**src/rtl/seq_divider.sv**
```systemverilog
// Sequential 16/8 unsigned restoring divider: one quotient bit per cycle,
// valid/ready handshake on both sides, early exit on divide-by-zero or overflow.
module seq_divider (
  input  logic        clk,
  input  logic        rst_n,
  input  logic        in_valid,
  output logic        in_ready,
  input  logic [15:0] dividend,
  input  logic [7:0]  divisor,
  output logic        out_valid,
  input  logic        out_ready,
  output logic [7:0]  quotient,
  output logic [7:0]  remainder,
  output logic        err
);

  typedef enum logic [1:0] {IDLE, CALC, DONE} state_t;

  typedef struct packed {
    logic [7:0] quo;
    logic [7:0] rem;
    logic       err;
  } rsp_t;

  state_t     state;
  rsp_t       rsp_q;
  logic [7:0] r_q;
  logic [7:0] l_q;
  logic [7:0] d_q;
  logic [2:0] cnt;

  logic [8:0] t;
  logic [8:0] diff;
  logic       ge;
  logic [7:0] r_nxt;
  logic [7:0] l_nxt;

  // R < divisor always holds, so T - divisor fits back into 8 bits.
  assign t     = {r_q, l_q[7]};
  assign diff  = t - {1'b0, d_q};
  assign ge    = (t >= {1'b0, d_q});
  assign r_nxt = ge ? diff[7:0] : t[7:0];
  assign l_nxt = {l_q[6:0], ge};

  assign in_ready  = (state == IDLE);
  assign out_valid = (state == DONE);
  assign quotient  = rsp_q.quo;
  assign remainder = rsp_q.rem;
  assign err       = rsp_q.err;

  always_ff @(posedge clk or negedge rst_n) begin
    if (!rst_n) begin
      state <= IDLE;
      rsp_q <= '0;
      r_q   <= '0;
      l_q   <= '0;
      d_q   <= '0;
      cnt   <= '0;
    end else begin
      case (state)
        IDLE: begin
          if (in_valid) begin
            // A high byte >= divisor would need a 9-bit quotient.
            if (divisor == 8'd0 || dividend[15:8] >= divisor) begin
              rsp_q <= '{quo: 8'hFF, rem: 8'h00, err: 1'b1};
              state <= DONE;
            end else begin
              r_q       <= dividend[15:8];
              l_q       <= dividend[7:0];
              d_q       <= divisor;
              cnt       <= 3'd0;
              rsp_q.err <= 1'b0;
              state     <= CALC;
            end
          end
        end
        CALC: begin
          r_q <= r_nxt;
          l_q <= l_nxt;
          if (cnt == 3'd7) begin
            rsp_q <= '{quo: l_nxt, rem: r_nxt, err: 1'b0};
            state <= DONE;
          end else begin
            cnt <= cnt + 3'd1;
          end
        end
        DONE: begin
          if (out_ready) state <= IDLE;
        end
        default: state <= IDLE;
      endcase
    end
  end

endmodule

```
**config.mk**
```make
export PLATFORM = sky130hd
export DESIGN_NAME = seq_divider
export DESIGN_NICKNAME = d
export VERILOG_FILES = /design/src/rtl/seq_divider.sv
export SDC_FILE = /design/constraint.sdc
export NUM_CORES = 1
export LEC_CHECK = 0
export BUFFER_PORTS_ARGS = -buffer_cell sky130_fd_sc_hd__buf_2
export CAP_MARGIN = 30
export CORE_ASPECT_RATIO = 0.9
export CORE_MARGIN = 1.5
export CORE_UTILIZATION = 40
export CTS_CLUSTER_SIZE = 14
export DETAILED_ROUTE_END_ITERATION = 8
export GPL_ROUTABILITY_DRIVEN = 0
export PLACE_DENSITY_LB_ADDON = 0.2
export REMOVE_ABC_BUFFERS = 1
export SKIP_LAST_GASP = 1
export SLEW_MARGIN = 20
export SYNTH_ARGS = -nofsm -noshare
export SYNTH_HDL_FRONTEND = slang
export SYNTH_SLANG_ARGS = --single-unit
```
**constraint.sdc**
```tcl
create_clock -name clk -period 2.7 [get_ports clk]
set_clock_uncertainty 0.1 [all_clocks]
set_input_delay 0.27 -clock clk [delete_from_list [all_inputs] [get_ports clk]]
set_output_delay 0.27 -clock clk [all_outputs]
set_load 0.05 [all_outputs]
```
==> results.txt, run 1 <==
Max VDD drop: 0.705 mV
number of CTS-inserted buffers: 5
slowest stage delay, CP: 0.43 ns
Placed Instance Area: 0.00303 mm²
Syn-to-layout area delta: 17.8%
clock root buffer: clkbuf_8
Pwr Density: 1480 mW/mm²
PortBufs: 46
final instance area: 0.00315 mm²
number of synthesized register bits: 46
ANT cells: 0
clk_lat worst skew: 0.30 ns
detailed-route wire length: 6160 µm
fin nets: 376
clock power share: 11.1%
CP Class: register to register
Hold Crit Start: divisor[5]
CP cell instances: inv_1 > ha_1 > inv_1 > fa_1 > a211oi_2 > o21bai_1 > a21oi_1 > xnor2_1 > mux2_4 > a221o_1
worst reg-to-reg setup slack: 0.16 ns
DR iter-0 viols: 86
final worst path period share: 94.1%
Unique masters post-synth: 49
EDFF count, synth: 0
total power: 4.64 mW
vias in the first global route: 2039
actual slew at the worst max-slew pin: 0.635 ns
max-slew violation count: 0
R2R Path Start: l_q[7]
CTS Buffer Depth: 2
CTS H-tree depth: 2
num ports: 47
# Post-CTS Setup Buffers: 0
GRT Util Overall: 18.7%
Worst-path clk slew: 0.09 ns
Fillers: 679
die width: 89.1 µm
Flop pwr share: 26.7%
worst setup slack after layout: 0.158 ns
# setup viols final: 0
Die Span Y: 80.5 µm
largest net degree at the start of global routing: 33
worst r2r path cells: 10
syn avg cell area: 9.57 µm²
Worst path slowest cell: fa_1
Max-slew headroom: 57.6%
family with the most delay on the worst path: compound AO/OA/AOI/OAI gates
antenna violations before repair: 0
Primary FF master, synth: dfrtp_1
Internal Pwr Total: 2.50 mW
Reg-to-Reg End: r_q[6]
DRT antenna net count: 0
first-pass GRT wire length: 10200 µm
hold slack: 0.103 ns
Critical Path Fanout Max: 3
unrepaired setup endpoints after global routing: no
Yosys warning total: 0
max-cap violations: 0
min Tclk post-route: 2.54 ns
fmax: 0.393 GHz
DP Worst Slack: 0.185 ns
core area: 0.00652 mm²
final hold viol count: 0
DIE AREA: 0.00718 mm²
outcome: completed
Mapped Area: 0.00267 mm²
# rows: 28
CTS resizes: 0
Buf/Inv on CP: 2
DRC: 0
cell mode on critical path: inv_1
switch share: 46.2%
critical path arrival: 2.63 ns
WP data required: 2.79 ns
DR pass1 iterations: 4
HPWL after detailed placement: 4650 µm
Core Util, Final: 48.3%
CTS sink cnt: 46
P_sw: 2.15 mW
combinational power share: 62.1%
P_leak: 1.56 nW
most frequent cells in the layout: dfrtp_1, buf_2, inv_1
register area share after synthesis: 43.1%
Worst Setup End Kind: register
HP Class: input port to register
post-synthesis async set-or-reset flop share: 100%
cells after synthesis: 279
Congestion Overflow GR: 0
CTS tree: yes
Initial Util: 41.0%
share of cells above drive strength 1: 23.9%
WHS Endpoint: d_q[5]
Vias per Instance: 5.12
nature of the critical path startpoint: register
via count: 2151
WL/cell: 14.7 µm
worst hold path depth: 3
==> state kept, by name, summed over array words and instances (netlist names) <==
register and count:
d_q 8, l_q 8, quotient 8, r_q 8
remainder 8, cnt 3, state 2, err 1
==> worst min-delay path: cells and delay by family <==
kind / cells / cell delay, ns
AND/OR/NAND/NOR: 1 / 0.04
AO/OA/AOI/OAI: 1 / 0.06
buffers and inverters: 1 / 0.10
==> worst max path at each step <==
stage              from  slack (ns)  depth (start not counted)          end
2_1_floorplan  state[0]       -0.59                          4  quotient[0]
3_3_place_gp     l_q[7]        0.20                         10       r_q[6]
3_5_place_dp     l_q[7]        0.19                         10       r_q[6]
4_1_cts          l_q[7]        0.15                         10       r_q[6]
5_1_grt          l_q[7]        0.02                         10       r_q[6]
6_report         l_q[7]        0.16                         10       r_q[6]
==> logic make-up (layout without fill, tap and decap cells) <==
group | count (synthesis) | after routing | synth area share, %
buf+inv | 46 | 97 | 6.65
flops | 46 | 46 | 43.1
xor+xnor | 4 | 4 | 1.31
simple gates | 77 | 77 | 13.5
compound gates | 70 | 70 | 19.1
fa+ha+maj | 19 | 19 | 9.18
mux | 17 | 17 | 7.12
==> cell type report <==
type	count	area, µm²	area share (%)
Inverter	34	128	4.06
Clock inverter	2	37.5	1.19
Timing Repair Buffer	55	300	9.55
Sequential cell	46	1150	36.6
Multi-Input combinational cell	187	1340	42.7
Clock buffer	6	72.6	2.31
Tap cell	90	113	3.58
==> power by group through the flow <==
| stage | logic (mW) | clock network [mW] | registers (mW) |
|---|---|---|---|
| after detailed placement | 2.89 | 0 | 1.25 |
| after global placement | 2.86 | 0 | 1.25 |
| after global routing | 3.20 | 0.556 | 1.29 |
| after floorplan | 1.93 | 0 | 1.55 |
| after CTS | 2.90 | 0.524 | 1.24 |
| final | 2.88 | 0.518 | 1.24 |
==> metal layers <==
metal	track usage, %	share of wire [%]
met1	28.8	51
met2	26.8	43
met3	3.60	5.1
met4	4.31	0.68
met5	0	0
==> metrics by stage <==
stage / setup TNS, ns / std cells
CTS: 0 / 420
global route: 0 / 420
floorplan: -4.04 / 267
finish: 0 / 420
detailed placement: 0 / 411
global placement: 0 / 411
==> what timing repair did <==
item	CTS	global route
hold endpoints to repair	22	0
hold buffers	1	0
setup endpoints to repair	0	0
==> Yosys cell counts (2+ instances only) <==
cell type / n / area share (%)
xor2_1: 2 / 0.66
a222oi_1: 2 / 0.75
a21oi_1: 6 / 1.1
nand2b_1: 3 / 0.70
nand2_1: 32 / 4.5
a221o_1: 4 / 1.5
o221ai_1: 2 / 0.66
and2_1: 3 / 0.70
or2_2: 2 / 0.47
mux2i_1: 10 / 3.7
xnor2_1: 2 / 0.66
dfrtp_1: 46 / 43
o21ai_0: 16 / 3.0
nor3_1: 11 / 2.1
nor4_1: 2 / 0.47
a211oi_1: 3 / 0.84
o2bb2ai_1: 4 / 1.3
o21ai_1: 2 / 0.37
a32o_2: 3 / 1.3
nor2b_1: 4 / 0.94
clkbuf_1: 8 / 1.1
nor2_1: 15 / 2.1
mux2_2: 4 / 1.7
a221oi_1: 2 / 0.66
ha_1: 18 / 8.4
a22o_1: 3 / 0.98
buf_2: 4 / 0.75
inv_1: 34 / 4.8
mux2_4: 3 / 1.7
a31oi_1: 10 / 2.3
Note: power is estimated with default switching activity, not from simulation.
==> inputs of run 2 (changes only) <==
--- a/config.mk
+++ b/config.mk
@@ -10,6 +10,7 @@
 export CORE_ASPECT_RATIO = 0.9
 export CORE_MARGIN = 1.5
 export CORE_UTILIZATION = 40
+export CTS_BUF_LIST = sky130_fd_sc_hd__clkbuf_16
 export CTS_CLUSTER_SIZE = 14
 export DETAILED_ROUTE_END_ITERATION = 8
 export GPL_ROUTABILITY_DRIVEN = 0
==> run 2 against run 1 <==
  * Combinational power is essentially flat
  * Routed wire length grew 1.7%
  * Total power grew 4.2%
  * Clock-buffer cell count shrank 1
  * Critical path type unchanged
  * Global-route usage grew 0.22 points
  * First-iteration DRC count grew 29%
  * Design area grew 1.8%
  * Sequential share of layout area shrank 0.64 points
  * Core utilization grew 0.86 points
==> results.txt, run 2 (synthesized netlist as in run 1, its figures left out) <==
outcome: completed
antenna violations before repair: 0
GRT Util Overall: 19.0%
P_sw: 2.18 mW
Max VDD drop: 0.739 mV
final hold viol count: 0
CP Class: register to register
Seq. cell area: 0.00115 mm²
WL/cell: 14.9 µm
Critical Path Fanout Max: 3
family with the most delay on the worst path: compound AO/OA/AOI/OAI gates
detailed-route wire length: 6270 µm
CTS sink cnt: 46
# Post-CTS Setup Buffers: 0
unrepaired setup endpoints after global routing: no
actual slew at the worst max-slew pin: 0.616 ns
combinational power share: 59.9%
WP data required: 2.77 ns
number of CTS-inserted buffers: 5
Fillers: 666
PortBufs: 46
most frequent cells in the layout: dfrtp_1, buf_2, inv_1
hold slack: 0.122 ns
DR pass1 iterations: 4
DR iter-0 viols: 111
critical path arrival: 2.61 ns
Pwr Density: 1510 mW/mm²
ANT cells: 0
Flop pwr share: 25.8%
switch share: 45.1%
CTS H-tree depth: 2
DRC: 0
P_leak: 1.59 nW
busiest grt layer: met1
grt met2 use: 27.4%
max-slew violation count: 0
Max-slew headroom: 58.5%
DIE AREA: 0.00718 mm²
# setup viols final: 0
Initial Util: 41.0%
Die Span Y: 80.5 µm
Internal Pwr Total: 2.66 mW
Global Route met3 Usage: 3.08%
fmax: 0.394 GHz
Congestion Overflow GR: 0
Worst-path clk slew: 0.06 ns
CP cell instances: inv_1 > ha_1 > inv_1 > fa_1 > a211oi_2 > o21bai_1 > a21oi_1 > xnor2_1 > mux2_4 > a221o_1
num ports: 47
share of cells above drive strength 1: 23.9%
HP Class: input port to register
clock power share: 14.3%
final worst path period share: 94.0%
cell mode on critical path: inv_1
CTS Buffer Depth: 2
Worst path slowest cell: fa_1
met1 Usage GRT: 29.0%
min Tclk post-route: 2.54 ns
CTS tree: yes
area of the multi-input gates: 0.00134 mm²
largest net degree at the start of global routing: 33
Worst Setup End Kind: register
Syn-to-layout area delta: 19.9%
first-pass GRT wire length: 10300 µm
clk_lat worst skew: 0.28 ns
fin nets: 376
Buf/Inv on CP: 2
# rows: 28
slowest stage delay, CP: 0.43 ns
DRT antenna net count: 0
vias in the first global route: 2069
via count: 2188
max-cap violations: 0
total power: 4.84 mW
die width: 89.1 µm
HPWL after detailed placement: 4650 µm
clock root buffer: clkbuf_16
Vias per Instance: 5.21
nature of the critical path startpoint: register
core area: 0.00652 mm²
==> run 2: cell count changes in the layout (fill, tap and decap cells not counted), sizes merged <==
cell | before | now
clkbuf | 6 | 5
inv | 34 | 35
==> run 2: layout make-up <==
cell class              count  share of cell area, %
clock buffers               5                   3.91
clock inverters             3                   1.29
inverters                  34                   3.99
multi-input cells         187                   42.0
flip-flops and latches     46                   36.0
well taps                  90                   3.52
repair buffers             55                   9.38
==> run 2: layer usage <==
metal / share of wire, % / vias to the layer above
li1: - / 1088
met1: 52 / 1040
met2: 43 / 53
met3: 4.2 / 7
met4: 1.0 / 0
met5: 0 / -
==> run 2: path summary, 6_finish.rpt <==
kind / startpoint / end / slack [ns] / depth (start not counted)
worst max-delay path: l_q[7] / r_q[6] / 0.16 / 10
min in group asynchronous: rst_n / quotient[3] / 0.39 / 2
max in group asynchronous: rst_n / r_q[3] / 1.37 / 3
worst min register to register: remainder[0] / remainder[0] / 0.40 / 1
worst min-delay path: divisor[5] / d_q[5] / 0.12 / 3
worst max register to register: l_q[7] / r_q[6] / 0.16 / 10
==> run 2: what timing repair did <==
action	in CTS	in global routing
resized for setup	0	0
hold buffers	1	0
hold endpoints to repair	22	0
==> run 2: tightest hold or removal path: stages <==
cell     delay [ns]
buf_2          0.10
nand2_1        0.04
o21ai_0        0.06
==> run 2: power groups by stage <==
stage,logic (mW),clock network [mW],registers [mW]
detailed placement,2.89,0,1.25
global placement,2.86,0,1.25
global route,3.21,0.727,1.29
CTS,2.91,0.703,1.25
floorplan,1.93,0,1.55
finish,2.90,0.694,1.25
==> run 2: stage by stage <==
stage | utilization (%) | worst slack, ns | instance area [µm²] | cells | setup TNS (ns)
floorplan | - | -0.593 | 2620 | 267 | -4.04
global placement | 46.4 | 0.200 | 3030 | 411 | 0
finish | 49.1 | 0.161 | 3200 | 420 | 0
detailed placement | 46.4 | 0.185 | 3030 | 411 | 0
CTS | 49.1 | 0.152 | 3200 | 420 | 0
global route | 49.1 | 0.0283 | 3200 | 420 | 0
